## src/rtl/saber_swing_detector_if.sv

```systemverilog
// Bus bundle for saber_swing_detector: tick time, live and delayed tip
// positions for both hands (inputs to the detector) and the per-hand swing
// results plus busy (outputs of the detector).
interface saber_swing_detector_if;
  logic [17:0] curr_time;
  logic [11:0] hand_x_left_top;
  logic [11:0] hand_y_left_top;
  logic [13:0] hand_z_left_top;
  logic [11:0] hand_x_right_top;
  logic [11:0] hand_y_right_top;
  logic [13:0] hand_z_right_top;
  logic [11:0] prev_hand_x_left_top;
  logic [11:0] prev_hand_y_left_top;
  logic [13:0] prev_hand_z_left_top;
  logic [11:0] prev_hand_x_right_top;
  logic [11:0] prev_hand_y_right_top;
  logic [13:0] prev_hand_z_right_top;
  logic        swing_left;
  logic        swing_right;
  logic [1:0]  swing_dir_left;
  logic [1:0]  swing_dir_right;
  logic [14:0] swing_speed_left;
  logic [14:0] swing_speed_right;
  logic        busy;

  modport master (
    output curr_time,
    output hand_x_left_top, hand_y_left_top, hand_z_left_top,
    output hand_x_right_top, hand_y_right_top, hand_z_right_top,
    output prev_hand_x_left_top, prev_hand_y_left_top, prev_hand_z_left_top,
    output prev_hand_x_right_top, prev_hand_y_right_top, prev_hand_z_right_top,
    input  swing_left, swing_right, swing_dir_left, swing_dir_right,
    input  swing_speed_left, swing_speed_right, busy
  );

  modport slave (
    input  curr_time,
    input  hand_x_left_top, hand_y_left_top, hand_z_left_top,
    input  hand_x_right_top, hand_y_right_top, hand_z_right_top,
    input  prev_hand_x_left_top, prev_hand_y_left_top, prev_hand_z_left_top,
    input  prev_hand_x_right_top, prev_hand_y_right_top, prev_hand_z_right_top,
    output swing_left, swing_right, swing_dir_left, swing_dir_right,
    output swing_speed_left, swing_speed_right, busy
  );
endinterface

```

## src/rtl/saber_swing_detector.sv

```systemverilog
// saber_swing_detector: once per game-time tick, computes per-hand tip
// displacement, Manhattan speed and 4-way direction on one shared datapath
// (left hand, then right hand) and emits a one-cycle swing pulse per hand.
// Optional feature macro: SWING_Z_EN adds |dz| to the speed.
module saber_swing_detector #(
  parameter int unsigned SPEED_THRESH   = 64,
  parameter int unsigned COOLDOWN_TICKS = 4,
  parameter int unsigned WARMUP_TICKS   = 2
) (
  input  logic                    clk_in,
  input  logic                    rst_n_in,
  saber_swing_detector_if.slave   bus
);

  localparam logic [14:0] THRESH   = 15'(SPEED_THRESH);
  localparam logic [7:0]  CD_LOAD  = 8'(COOLDOWN_TICKS);
  localparam logic [7:0]  WARM_MAX = 8'(WARMUP_TICKS);

  typedef enum logic [1:0] {S_IDLE, S_LEFT, S_RIGHT, S_PUBLISH} state_t;

  state_t      state, state_n;
  logic [17:0] last_time;
  logic        tick;

  logic [11:0] cx_l, cy_l, px_l, py_l, cx_r, cy_r, px_r, py_r;
  logic [11:0] m_cx, m_cy, m_px, m_py;
  logic signed [12:0] dx, dy;
  logic [12:0] adx, ady;
  logic [14:0] spd;
  logic [1:0]  dir;
`ifdef SWING_Z_EN
  logic [13:0] cz_l, pz_l, cz_r, pz_r;
  logic [13:0] m_cz, m_pz;
  logic signed [14:0] dz;
  logic [14:0] adz;
`endif

  logic [14:0] spd_l_q;
  logic [1:0]  dir_l_q;
  logic [7:0]  warm, cd_l, cd_r;
  logic        warm_done, sw_l, sw_r;

  // A tick is only recognised in IDLE, so changes while busy are deferred
  // and coalesce into a single tick against last_time.
  assign tick     = (state == S_IDLE) && (bus.curr_time != last_time);
  assign bus.busy = (state != S_IDLE);

  // State register
  always_ff @(posedge clk_in or negedge rst_n_in) begin
    if (!rst_n_in) state <= S_IDLE;
    else           state <= state_n;
  end

  // Next-state: fixed IDLE -> LEFT -> RIGHT -> PUBLISH sequence per tick
  always_comb begin
    state_n = state;
    unique case (state)
      S_IDLE:    if (tick) state_n = S_LEFT;
      S_LEFT:    state_n = S_RIGHT;
      S_RIGHT:   state_n = S_PUBLISH;
      S_PUBLISH: state_n = S_IDLE;
      default:   state_n = S_IDLE;
    endcase
  end

  // Capture all positions and the tick time when a tick is accepted
  always_ff @(posedge clk_in or negedge rst_n_in) begin
    if (!rst_n_in) begin
      last_time <= '0;
      cx_l <= '0; cy_l <= '0; px_l <= '0; py_l <= '0;
      cx_r <= '0; cy_r <= '0; px_r <= '0; py_r <= '0;
`ifdef SWING_Z_EN
      cz_l <= '0; pz_l <= '0; cz_r <= '0; pz_r <= '0;
`endif
    end else if (tick) begin
      last_time <= bus.curr_time;
      cx_l <= bus.hand_x_left_top;       cy_l <= bus.hand_y_left_top;
      px_l <= bus.prev_hand_x_left_top;  py_l <= bus.prev_hand_y_left_top;
      cx_r <= bus.hand_x_right_top;      cy_r <= bus.hand_y_right_top;
      px_r <= bus.prev_hand_x_right_top; py_r <= bus.prev_hand_y_right_top;
`ifdef SWING_Z_EN
      cz_l <= bus.hand_z_left_top;       pz_l <= bus.prev_hand_z_left_top;
      cz_r <= bus.hand_z_right_top;      pz_r <= bus.prev_hand_z_right_top;
`endif
    end
  end

  // Shared datapath: left-hand operands except in RIGHT state
  always_comb begin
    m_cx = (state == S_RIGHT) ? cx_r : cx_l;
    m_cy = (state == S_RIGHT) ? cy_r : cy_l;
    m_px = (state == S_RIGHT) ? px_r : px_l;
    m_py = (state == S_RIGHT) ? py_r : py_l;
    dx   = $signed({1'b0, m_cx}) - $signed({1'b0, m_px});
    dy   = $signed({1'b0, m_cy}) - $signed({1'b0, m_py});
    adx  = dx[12] ? -dx : dx;
    ady  = dy[12] ? -dy : dy;
    spd  = {2'b00, adx} + {2'b00, ady};
`ifdef SWING_Z_EN
    m_cz = (state == S_RIGHT) ? cz_r : cz_l;
    m_pz = (state == S_RIGHT) ? pz_r : pz_l;
    dz   = $signed({1'b0, m_cz}) - $signed({1'b0, m_pz});
    adz  = dz[14] ? -dz : dz;
    spd  = spd + adz;
`endif
    // Ties go horizontal; within vertical, ady > adx guarantees dy != 0
    if (adx >= ady) dir = dx[12] ? 2'b10 : 2'b11;
    else            dir = dy[12] ? 2'b00 : 2'b01;
  end

  // Swing qualification uses pre-update warmup and cooldown values
  always_comb begin
    warm_done = (warm >= WARM_MAX);
    sw_l      = warm_done && (spd_l_q >= THRESH) && (cd_l == '0);
    sw_r      = warm_done && (spd >= THRESH) && (cd_r == '0);
  end

  // Results are registered on the edge into PUBLISH so the pulse, speed and
  // direction are all visible during the PUBLISH cycle itself.
  always_ff @(posedge clk_in or negedge rst_n_in) begin
    if (!rst_n_in) begin
      spd_l_q               <= '0;
      dir_l_q               <= '0;
      warm                  <= '0;
      cd_l                  <= '0;
      cd_r                  <= '0;
      bus.swing_left        <= 1'b0;
      bus.swing_right       <= 1'b0;
      bus.swing_dir_left    <= '0;
      bus.swing_dir_right   <= '0;
      bus.swing_speed_left  <= '0;
      bus.swing_speed_right <= '0;
    end else begin
      bus.swing_left  <= 1'b0;
      bus.swing_right <= 1'b0;
      if (state == S_LEFT) begin
        spd_l_q <= spd;
        dir_l_q <= dir;
      end else if (state == S_RIGHT) begin
        bus.swing_speed_left  <= spd_l_q;
        bus.swing_dir_left    <= dir_l_q;
        bus.swing_speed_right <= spd;
        bus.swing_dir_right   <= dir;
        bus.swing_left        <= sw_l;
        bus.swing_right       <= sw_r;
        cd_l <= sw_l ? CD_LOAD : ((cd_l != '0) ? cd_l - 8'd1 : cd_l);
        cd_r <= sw_r ? CD_LOAD : ((cd_r != '0) ? cd_r - 8'd1 : cd_r);
        if (!warm_done) warm <= warm + 8'd1;
      end
    end
  end

endmodule

```

## src/flat_wrapper.sv

```systemverilog
// flat-port wrapper written by rule: the top's interface ports become plain ports
module saber_swing_detector_flat 
#(
  parameter int unsigned SPEED_THRESH   = 64,
  parameter int unsigned COOLDOWN_TICKS = 4,
  parameter int unsigned WARMUP_TICKS   = 2
)
  (clk_in, rst_n_in, bus_curr_time, bus_hand_x_left_top, bus_hand_y_left_top, bus_hand_z_left_top, bus_hand_x_right_top, bus_hand_y_right_top, bus_hand_z_right_top, bus_prev_hand_x_left_top, bus_prev_hand_y_left_top, bus_prev_hand_z_left_top, bus_prev_hand_x_right_top, bus_prev_hand_y_right_top, bus_prev_hand_z_right_top, bus_swing_left, bus_swing_right, bus_swing_dir_left, bus_swing_dir_right, bus_swing_speed_left, bus_swing_speed_right, bus_busy);
  saber_swing_detector_if bus_i ();
  input  logic clk_in;
  input  logic rst_n_in;
  input wire logic [$bits(bus_i.curr_time)-1:0] bus_curr_time;
  input wire logic [$bits(bus_i.hand_x_left_top)-1:0] bus_hand_x_left_top;
  input wire logic [$bits(bus_i.hand_y_left_top)-1:0] bus_hand_y_left_top;
  input wire logic [$bits(bus_i.hand_z_left_top)-1:0] bus_hand_z_left_top;
  input wire logic [$bits(bus_i.hand_x_right_top)-1:0] bus_hand_x_right_top;
  input wire logic [$bits(bus_i.hand_y_right_top)-1:0] bus_hand_y_right_top;
  input wire logic [$bits(bus_i.hand_z_right_top)-1:0] bus_hand_z_right_top;
  input wire logic [$bits(bus_i.prev_hand_x_left_top)-1:0] bus_prev_hand_x_left_top;
  input wire logic [$bits(bus_i.prev_hand_y_left_top)-1:0] bus_prev_hand_y_left_top;
  input wire logic [$bits(bus_i.prev_hand_z_left_top)-1:0] bus_prev_hand_z_left_top;
  input wire logic [$bits(bus_i.prev_hand_x_right_top)-1:0] bus_prev_hand_x_right_top;
  input wire logic [$bits(bus_i.prev_hand_y_right_top)-1:0] bus_prev_hand_y_right_top;
  input wire logic [$bits(bus_i.prev_hand_z_right_top)-1:0] bus_prev_hand_z_right_top;
  output wire logic [$bits(bus_i.swing_left)-1:0] bus_swing_left;
  output wire logic [$bits(bus_i.swing_right)-1:0] bus_swing_right;
  output wire logic [$bits(bus_i.swing_dir_left)-1:0] bus_swing_dir_left;
  output wire logic [$bits(bus_i.swing_dir_right)-1:0] bus_swing_dir_right;
  output wire logic [$bits(bus_i.swing_speed_left)-1:0] bus_swing_speed_left;
  output wire logic [$bits(bus_i.swing_speed_right)-1:0] bus_swing_speed_right;
  output wire logic [$bits(bus_i.busy)-1:0] bus_busy;
  assign bus_i.curr_time = bus_curr_time;
  assign bus_i.hand_x_left_top = bus_hand_x_left_top;
  assign bus_i.hand_y_left_top = bus_hand_y_left_top;
  assign bus_i.hand_z_left_top = bus_hand_z_left_top;
  assign bus_i.hand_x_right_top = bus_hand_x_right_top;
  assign bus_i.hand_y_right_top = bus_hand_y_right_top;
  assign bus_i.hand_z_right_top = bus_hand_z_right_top;
  assign bus_i.prev_hand_x_left_top = bus_prev_hand_x_left_top;
  assign bus_i.prev_hand_y_left_top = bus_prev_hand_y_left_top;
  assign bus_i.prev_hand_z_left_top = bus_prev_hand_z_left_top;
  assign bus_i.prev_hand_x_right_top = bus_prev_hand_x_right_top;
  assign bus_i.prev_hand_y_right_top = bus_prev_hand_y_right_top;
  assign bus_i.prev_hand_z_right_top = bus_prev_hand_z_right_top;
  assign bus_swing_left = bus_i.swing_left;
  assign bus_swing_right = bus_i.swing_right;
  assign bus_swing_dir_left = bus_i.swing_dir_left;
  assign bus_swing_dir_right = bus_i.swing_dir_right;
  assign bus_swing_speed_left = bus_i.swing_speed_left;
  assign bus_swing_speed_right = bus_i.swing_speed_right;
  assign bus_busy = bus_i.busy;
  saber_swing_detector #(.SPEED_THRESH(SPEED_THRESH), .COOLDOWN_TICKS(COOLDOWN_TICKS), .WARMUP_TICKS(WARMUP_TICKS)) u_core (.clk_in(clk_in), .rst_n_in(rst_n_in), .bus(bus_i));
endmodule
```

## config.mk

```make
export PLATFORM = sky130hd
export DESIGN_NAME = saber_swing_detector_flat
export DESIGN_NICKNAME = d
export VERILOG_FILES = /design/src/rtl/saber_swing_detector_if.sv /design/src/rtl/saber_swing_detector.sv /design/src/flat_wrapper.sv
export SDC_FILE = /design/constraint.sdc
export NUM_CORES = 1
export LEC_CHECK = 0
export ABC_CLOCK_PERIOD_IN_PS = 14500
export CORE_MARGIN = 4
export CORE_UTILIZATION = 57
export CTS_CLUSTER_SIZE = 20
export DETAILED_ROUTE_END_ITERATION = 6
export GPL_TIMING_DRIVEN = 0
export PLACE_DENSITY_LB_ADDON = 0.12
export SLEW_MARGIN = 0
export SYNTH_ARGS = -nofsm -noshare
export SYNTH_HDL_FRONTEND = slang
export SYNTH_SLANG_ARGS = --single-unit
```

## constraint.sdc

```tcl
create_clock -name clk_in -period 14.5 [get_ports clk_in]
set_input_delay 2.9 -clock clk_in [delete_from_list [all_inputs] [get_ports clk_in]]
set_output_delay 2.9 -clock clk_in [all_outputs]
set_load 0.03 [all_outputs]
```

==> results.md, run 1 <==
* Hpwl dp at 17.9 mm
* Htree depth at 4
* Post-synth top area share at 0.444
* IO Count at ~210
* Die Span Y at 145 um
* Synth Area in Compound Gates at 0.0782
* Final Hold Fails at 0
* RSZ-0062 raised after global routing: false
* Simple-gate share of the synthesized area at 0.103
* Max-Cap Viols at 0
* Data arrival time of the worst path at 8170 ps
* Share of cells above drive strength 1 at 0.205
* # fillers at 1340
* Global-route wire length before repair at 38.4 mm
* Cells after synthesis at between 900 and 1000
* DRC at 0
* Full die area at 0.0210 mm^2
* Routed wire per std cell at between 15 and 20 um
* Mux cell area share after synthesis at 0.214
* CP max stage delay at a little under 700 ps
* Setup Viol. Count Final at 0
* Slew HR at 0.334
* Total CTS buffers at 17
* Setup CP Type: flop to flop
* Max FO, Critical Path at 10
* Post-Syn Area at 0.0107 mm^2
* Met2 routed WL at 11.2 mm
* EDFF count, synth at 0
* CP Capture Type: flop
* Yosys top cell by area: dfrtp_1
* Slew @ Worst Pin at 998 ps
* CTS Hold Bufs at 0
* Final std cells w/o fill at 1348
* Synth area leaders: dfrtp_1 (44%), mux2_2 (19%), ha_1 (7.0%)
* Vias per cell at 5.65
* DRT met1 WL at 10.7 mm
* Fin util at 0.720
* Inserted Diodes at 0
* Synth cell count leaders: dfrtp_1 (190), mux2_2 (179), ha_1 (60)
* Status: finished, final reports clean
* CTS resizes at 0
* Pre-antenna DRT Iters at 5
* DRT iter0 DRCs at 360
* WL met3 at 1.25 mm
* CTS max path bufs at 2
* Post-synthesis area per instance at approximately 11 um^2
* Clock period minus worst slack at slightly below 8000 ps
* DIE WIDTH at 145 um
* Synth Register Bits at 190
* Clock skew at 11.3 ps
* Tcrit/Tclk final at 0.539
* CTS tree: built
* R2R cell count at 25
* Max Transition Viols Final at 0
* Adder-cell share of the synthesized area at 0.0757
* Fmax at 0.128 GHz
* TritonCTS Sinks at 190
* Placed cells at 1316
* CP bufs+invs at 5
* Routability cong. at 0.906
* Post CTS Setup Buffer Count at 0
* Clock transition at path regs at ~70 ps
* Final TNS setup at 0 ps
* Critical path depth at 25
* Worst-skew pair later-pin latency at 440 ps
* Largest family of logic cells by synthesized area: multiplexers
* Post-synthesis sequential area ratio at 0.444
* Final ANT Viol Nets at 0
* Hold slack final at 454 ps
* Wirelength, routed at 23.5 mm
* Initial antenna violation count at 0
* Min-delay worst type: flop to flop
* Worst hold stages at 1
* Warnings from Yosys at 0
* Largest net degree at the start of global routing at ~120
* Layout Nets at about 1300
* Max stage delay cell, worst path: buf_1
* Startpoint Class: flop
* Most common cell in the netlist: dfrtp_1
* Rows at 49
* Max layer used: met4
* Vias post-DR at around 7600
* Share of synthesized registers carrying an async set or reset at 1.00
* Root Buffer: clkbuf_16
* Cell family with most CP delay: compound AO/OA/AOI/OAI gates
* Area of the core at 0.0182 mm^2
* Synth Area in XOR/XNOR at 0.0597
* Area grow syn2layout at 22.5%
* Vias in the first global route at 7703
* Initial core utilization at 0.588
* Cell variety after synth at just under 70
* Gr usage total at 0.224
* Critical Path RT at 14860 ps
* Total gr overflow at 0
* PortBufs at 150
* Dominant synthesized flop cell: dfrtp_1
[per-stage QoR]
stage	instance area [um^2]	worst slack (ps)
finish	13100	6690
floorplan	10700	8190
detailed placement	12500	6700
global placement	12500	2700
global route	13100	6200
CTS	13100	6660
[per-layer routing]
metal  up-vias  GRT usage
met2       186      0.373
li1       3667          -
met1      3744      0.294
met4         0     0.0656
met3        25     0.0539
met5         -          0
[cell families after synthesis]
family	count (synthesis)
other	1
buffers and inverters	67
XOR/XNOR	73
multiplexers	207
flip-flops	190
AND/OR/NAND/NOR	210
adder cells (fa/ha/maj)	63
AO/OA/AOI/OAI	124
[layout make-up]
| cell class | instances | area (um^2) | share of cell area |
|---|---|---|---|
| buffer | 40 | 158 | 0.0120 |
| clock buffer | 18 | 439 | 0.0335 |
| clock inverter | 14 | 149 | 0.0114 |
| inverter | 27 | 101 | 0.00773 |
| multi-input combinational | 679 | 5690 | 0.434 |
| sequential | 190 | 4750 | 0.362 |
| tap | 229 | 287 | 0.0218 |
| timing repair buffer | 151 | 1530 | 0.117 |
[cells in the final DEF (no fill, tap or decap), drive strengths merged, types with 8 or more instances in the layout]
cell type	instances
buf	15
nand2	40
or3	9
nor3	18
clkbuf	45
nand2b	13
mux2i	28
ha	60
nor4	11
a21oi	34
o21ai	31
nor2	56
xor2	29
dfrtp	190
or4	8
xnor2	44
o21a	10
mux2	179
clkdlybuf4s50	149
nand3	11
nor2b	18
inv	35
[final timing paths]
path	endpoint	slack, ps	from
max	u_core.cd_r[0]	6690	u_core.state[0]
min	u_core.warm[7]	450	u_core.warm[7]
max reg2reg	u_core.cd_r[0]	6690	u_core.state[0]
min reg2reg	u_core.warm[7]	450	u_core.warm[7]
max in group asynchronous	u_core.cy_r[0]	11120	rst_n_in
min in group asynchronous	u_core.cd_l[4]	2390	rst_n_in
[state kept, by name, indices dropped and copies added (netlist names), 2 cells and up]
signal / flops
u_core.last_time: 18
u_core.bus.swing_speed_left: 14
u_core.bus.swing_speed_right: 14
u_core.spd_l_q: 14
u_core.cx_l: 12
u_core.cx_r: 12
u_core.cy_l: 12
u_core.cy_r: 12
u_core.px_l: 12
u_core.px_r: 12
u_core.py_l: 12
u_core.py_r: 12
u_core.cd_l: 8
u_core.cd_r: 8
u_core.warm: 8
u_core.bus.swing_dir_left: 2
u_core.bus.swing_dir_right: 2
u_core.dir_l_q: 2
u_core.state: 2
Power of run 1 is not shown: default switching activity piles up to over one toggle a cycle in this logic, so the estimate is an artifact.
==> run 2: changes to the inputs <==
- ABC_CLOCK_PERIOD_IN_PS: 14500 -> 7600
- CORE_UTILIZATION: 57 -> 53
- clock period: 14.5 -> 7.6 ns (I/O delays scaled with it)
==> run 2 against run 1 <==
Net effect:
- maximum frequency is 11% higher
- register-to-register slack worse by 6100 ps
- routed wire length is 1.8% lower
- via count is 1.8% lower
- critical path type unchanged
- critical endpoint is now u_core.cd_r[1]
- die area is 7.1% higher
- flip-flop and latch count stayed put
- worst setup slack worse by 6100 ps
- global-route usage is 1.2 points lower
- count of clock-buffer cells in the layout stayed put
==> results.md, run 2 (synthesized netlist as in run 1, its figures left out) <==
* Total CTS buffers at 17 (unchanged)
* Vias post-DR at 7484 (-1.8%)
* Clock period minus worst slack at 7060 ps (-759 ps)
* DRT met1 WL at 11.1 mm (+4.0%)
* Root Buffer: clkbuf_16
* Hpwl dp at 17.7 mm (-1.0%)
* Commonest non-fill, non-tap cell in the layout: dfrtp_1
* Pre-antenna DRT Iters at 5 (unchanged)
* Startpoint Class: flop
* Reg area at 0.00475 mm^2 (unchanged)
* Final ANT Viol Nets at 0 (unchanged)
* # fillers at 1593 (+19%)
* Slew @ Worst Pin at 841 ps (-157 ps)
* CTS Hold Bufs at 0 (unchanged)
* Post CTS Setup Buffer Count at 0 (unchanged)
* Max stage delay cell, worst path: a2111oi_4
* Fin util at 0.670 (-0.0505)
* Most frequent cells in the layout: dfrtp_1 (190), mux2_2 (179), clkdlybuf4s50_1 (149)
* Cell mode on critical path: ha_1
* CTS tree: built
* Htree depth at 4 (unchanged)
* IO Count at 209 (unchanged)
* Layout Nets at 1341 (unchanged)
* Final std cells w/o fill at 1383 (+2.6%)
* Routed wire per std cell at 16.7 um (-4.3%)
* Full die area at 0.0225 mm^2 (+7.1%)
* CTS max path bufs at 2 (unchanged)
* CP max stage delay at 530 ps (-150 ps)
* Placed cell area at 0.0126 mm^2 (+0.36%)
* DIE WIDTH at 150 um (+3.5%)
* Data arrival time of the worst path at 7410 ps (-760 ps)
* Biggest register: u_core.last_time
* Area of the multi-input gates at 0.00569 mm^2 (unchanged)
* Final instance area at 0.0132 mm^2 (+0.36%)
* Met2 routed WL at 10.8 mm (-3.7%)
* Initial antenna violation count at 0 (unchanged)
* Gr usage total at 0.212 (-0.0120)
* Placed cells at 1352 (+2.7%)
* Global-route wire length before repair at 38.0 mm (-1.1%)
* Tcrit/Tclk final at 0.928 (+0.389)
* Routability cong. at 0.901 (-0.62%)
* Max Transition Viols Final at 0 (unchanged)
* Worst-skew pair later-pin latency at 430 ps (about the same)
* DRC at 0 (unchanged)
* Die Span Y at 150 um (+3.5%)
* Area grow syn2layout at 23.0%
* Max-Cap Viols at 0 (unchanged)
* Status: finished, final reports clean
* Final Hold Fails at 0 (unchanged)
* Initial core utilization at 0.545 (-0.0432)
* Total gr overflow at 0 (unchanged)
* Critical Path RT at 7950 ps (-6910 ps)
* Largest net degree at the start of global routing at 113 (-7.4%)
* TritonCTS Sinks at 190 (unchanged)
* Setup CP Type: flop to flop
* PortBufs at 150 (unchanged)
* Area of the core at 0.0197 mm^2 (+7.9%)
* DRT iter0 DRCs at 311 (-14%)
* CP Capture Type: flop
* Clock transition at path regs at 70 ps (about the same)
* Vias in the first global route at 7686 (-0.22%)
* Max FO, Critical Path at 10 (unchanged)
* RSZ-0062 raised after global routing: false
* Min-delay worst type: flop to flop
* Wirelength, routed at 23.1 mm (-1.8%)
* Fmax at 0.142 GHz (+11%)
* Slew HR at 0.434 (+0.0995)
* Final TNS setup at 0 ps (unchanged)
* Inserted Diodes at 0 (unchanged)
* Vias per cell at 5.41 (-4.3%)
* Share of cells above drive strength 1 at 0.209 (+0.00466)
* Max FFs per register at 18 (unchanged)
* Max layer used: met4
* WL met3 at 974 um (-22%)
* Clock skew at 11.6 ps (+0.309 ps)
* Rows at 51 (+4.1%)
* Setup Viol. Count Final at 0 (unchanged)
-- run 2: cell types whose count changed in the layout (fill, tap and decap cells not counted), moves of 2 or more --
cell | before | now
inv_8 | 2 | 4
clkbuf_2 | 0 | 5
clkinv_8 | 3 | 0
buf_1 | 11 | 9
clkbuf_1 | 27 | 23
inv_6 | 6 | 4
-- run 2: layer usage --
layer,vias up,GRT usage
li1,3670,-
met1,3650,0.296
met2,152,0.343
met3,12,0.0436
met4,0,0.0499
met5,-,0
-- run 2: final cells by class --
cell class	instances	area share
clock buffers	18	0.0334
plain buffers	40	0.0125
inverters	27	0.00770
well taps	265	0.0252
multi-input cells	679	0.433
flip-flops and latches	190	0.361
clock inverters	13	0.0109
repair buffers	151	0.117
-- run 2: worst max-delay path: cells and delay by family, from the launching register on --
kind / cells / cell delay, ps
AO/OA/AOI/OAI: 9 / 2170
AND/OR/NAND/NOR: 6 / 1550
buffers and inverters: 5 / 1390
adder cells (fa/ha/maj): 3 / 940
flip-flops: 1 / 380
multiplexers: 1 / 380
XOR/XNOR: 1 / 160
-- run 2: worst paths after layout --
kind / cells after the start / slack, ps / endpoint / from
max: 25 / 540 / u_core.cd_r[1] / u_core.state[0]
min: 1 / 450 / u_core.warm[3] / u_core.warm[3]
max reg2reg: 25 / 540 / u_core.cd_r[1] / u_core.state[0]
min reg2reg: 1 / 450 / u_core.warm[3] / u_core.warm[3]
max in group asynchronous: 2 / 5580 / u_core.cx_l[3] / rst_n_in
min in group asynchronous: 1 / 1050 / u_core.cd_l[4] / rst_n_in
-- run 2: repair_timing --
item,in CTS,in global routing
cloned,0,0
endpoints found under the setup margin,2,8
resized for setup,2,8
-- run 2: metrics by stage --
step                      setup slack, ps  hold slack [ps]
after CTS                            20.6              457
after global placement              -2840              433
after global routing                 39.6              473
after floorplan                      1290              421
after detailed placement            -59.9              441
final                                 545              450
Power of run 2 is left out for the same reason.
==> run 3: changes to the inputs <==
- CORE_MARGIN: 4 -> 2
==> run 3 against run 2 <==
Net effect:
- die area is 5.3% lower
- register-to-register slack worse by 40 ps
- flip-flop and latch count stayed put
==> results.md, run 3 (synthesized netlist as in run 1, its figures left out) <==
* Wirelength, routed at 23.4 mm (+1.5%)
* PortBufs at 150 (unchanged)
* Placed cells at 1352 (unchanged)
* Routability cong. at 0.896 (-0.58%)
* Die Span Y at 146 um (-2.7%)
* RSZ-0062 raised after global routing: false
* Max-Cap Viols at 0 (unchanged)
* Critical Path RT at 7960 ps (about the same)
* CTS max path bufs at 2 (unchanged)
* Final ANT Viol Nets at 0 (unchanged)
* IO Count at 209 (unchanged)
* Max FFs per register at 18 (unchanged)
* Final TNS setup at 0 ps (unchanged)
* Reg area at 0.00475 mm^2 (unchanged)
* Area of the core at 0.0197 mm^2 (unchanged)
* Slew @ Worst Pin at 826 ps (-15.6 ps)
* Area grow syn2layout at 23.0% (about the same)
* Biggest register: u_core.last_time
* Initial core utilization at 0.545 (unchanged)
* Gr usage total at 0.227 (+0.0153)
* Htree depth at 4 (unchanged)
* Vias post-DR at 7526 (+0.56%)
* Commonest non-fill, non-tap cell in the layout: dfrtp_1
* DRC at 0 (unchanged)
* Rows at 51 (unchanged)
* Clock period minus worst slack at 7090 ps (+37.5 ps)
* Min-delay worst type: flop to flop
* Hold endpoint: u_core.warm[3]
* Worst Hold Launch: u_core.warm[3]
* Setup Viol. Count Final at 0 (unchanged)
* Root Buffer: clkbuf_16
* Final setup margin at 507 ps (-37.5 ps)
* Clock skew at 12.2 ps (+0.605 ps)
* CTS tree: built
* Total CTS buffers at 17 (unchanged)
* Final std cells w/o fill at 1384 (+0.072%)
* Pre-antenna DRT Iters at 5 (unchanged)
* Most frequent cells in the layout: dfrtp_1 (190), mux2_2 (179), clkdlybuf4s50_1 (149)
* Hpwl dp at 17.9 mm (+0.71%)
* Setup CP Type: flop to flop
* DIE WIDTH at 146 um (-2.7%)
* Fmax at 0.141 GHz (-0.53%)
* Vias per cell at 5.44 (+0.49%)
* Worst hold stages at 1 (unchanged)
* Worst slack, placed at -117 ps (-57.1 ps)
* Data arrival time of the worst path at 7450 ps (+40 ps)
* Full die area at 0.0213 mm^2 (-5.3%)
* Area of the multi-input gates at 0.00570 mm^2 (about the same)
* Reg2Reg Setup Slack at 510 ps (-40 ps)
* Worst-skew pair later-pin latency at 440 ps (about the same)
* Final Hold Fails at 0 (unchanged)
* R2r endpoint: u_core.cd_r[0]
* Vias in the first global route at 7767 (+1.1%)
* Max FO, Critical Path at 10 (unchanged)
* Max Transition Viols Final at 0 (unchanged)
* RR Startpoint: u_core.state[0]
* TritonCTS Sinks at 190 (unchanged)
* Slew HR at 0.444 (+0.0105)
* Layout Nets at 1341 (unchanged)
* DRT iter0 DRCs at 353 (+14%)
* Global-route wire length before repair at 38.9 mm (+2.5%)
* Status: finished, final reports clean
* # fillers at 1604 (+0.69%)
* R2R cell count at 25 (unchanged)
* Routed wire per std cell at 16.9 um (+1.4%)
* Total gr overflow at 0 (unchanged)
* Startpoint Class: flop
* Largest net degree at the start of global routing at 108 (-4.4%)
* CP Capture Type: flop
* Worst setup startpoint: u_core.state[0]
* Tcrit/Tclk final at 0.933 (+0.00494)
* Share of cells above drive strength 1 at 0.211 (+0.00160)
* Clock transition at path regs at 70 ps (about the same)
* Initial antenna violation count at 0 (unchanged)
* Inserted Diodes at 0 (unchanged)
run 3: changes by cell type in the layout (fill, tap and decap cells not counted), sizes merged:
cell | before | now
clkinv | 3 | 1
clkbuf | 46 | 48
inv | 35 | 37
bufinv | 1 | 0
run 3: metrics by stage:
stage / cell area (um^2) / hold slack [ps] / util
after floorplan: 10700 / 421 / -
final: 13200 / 452 / 0.670
after global placement: 12500 / 433 / 0.638
after global routing: 13200 / 476 / 0.670
after detailed placement: 12600 / 441 / 0.640
after CTS: 13200 / 456 / 0.669
run 3: routing by layer:
metal  vias up  GRT usage  routed length [um]
li1       3682          -                   -
met1      3664      0.315               11100
met2       160      0.368               10900
met3        20     0.0469                1040
met4         0     0.0587                 359
met5         -          0                   0
run 3: worst max-delay path, stage by stage (launching register included):
cell and delay [ps]:
dfrtp_1 380, inv_1 130, ha_1 170, clkbuf_1 240
clkbuf_2 350, buf_2 390, mux2_2 380, ha_1 350
nor2b_1 160, o31a_1 290, o211ai_1 280, a21oi_1 120
o21ai_0 230, nor2b_1 280, clkbuf_2 270, nand2_1 130
xnor2_1 170, ha_1 430, and3b_1 230, a2111oi_4 540
o21ai_2 150, o22a_1 240, or2_1 250, or4_4 490
a22o_1 220, mux2i_1 130
run 3: worst max path at each step:
stage | cells past startpoint | end | slack [ps]
final | 25 | u_core.cd_r[0] | 510
after global routing | 27 | u_core.cd_r[0] | 60
after CTS | 26 | u_core.cd_r[0] | 30
after detailed placement | 25 | u_core.cd_r[0] | -120
after global placement | 1 | u_core.px_r[9] | -2870
after floorplan | 25 | u_core.cd_r[0] | 1290
run 3: timing repair:
| item | 4_1_cts | 5_1_grt |
|---|---|---|
| setup endpoints to repair | 3 | 8 |
| hold buffers | 0 | 0 |
| gates resized for setup | 3 | 6 |
| buffers inserted | 0 | 0 |
run 3: area by class of cell:
type,instances,share of cell area
plain buffers,40,0.0125
clock buffers,20,0.0354
clock inverters,12,0.00865
inverters,27,0.00770
multi-input cells,679,0.433
flip-flops and latches,190,0.361
well taps,265,0.0252
repair buffers,151,0.117
Power of run 3 is left out for the same reason.
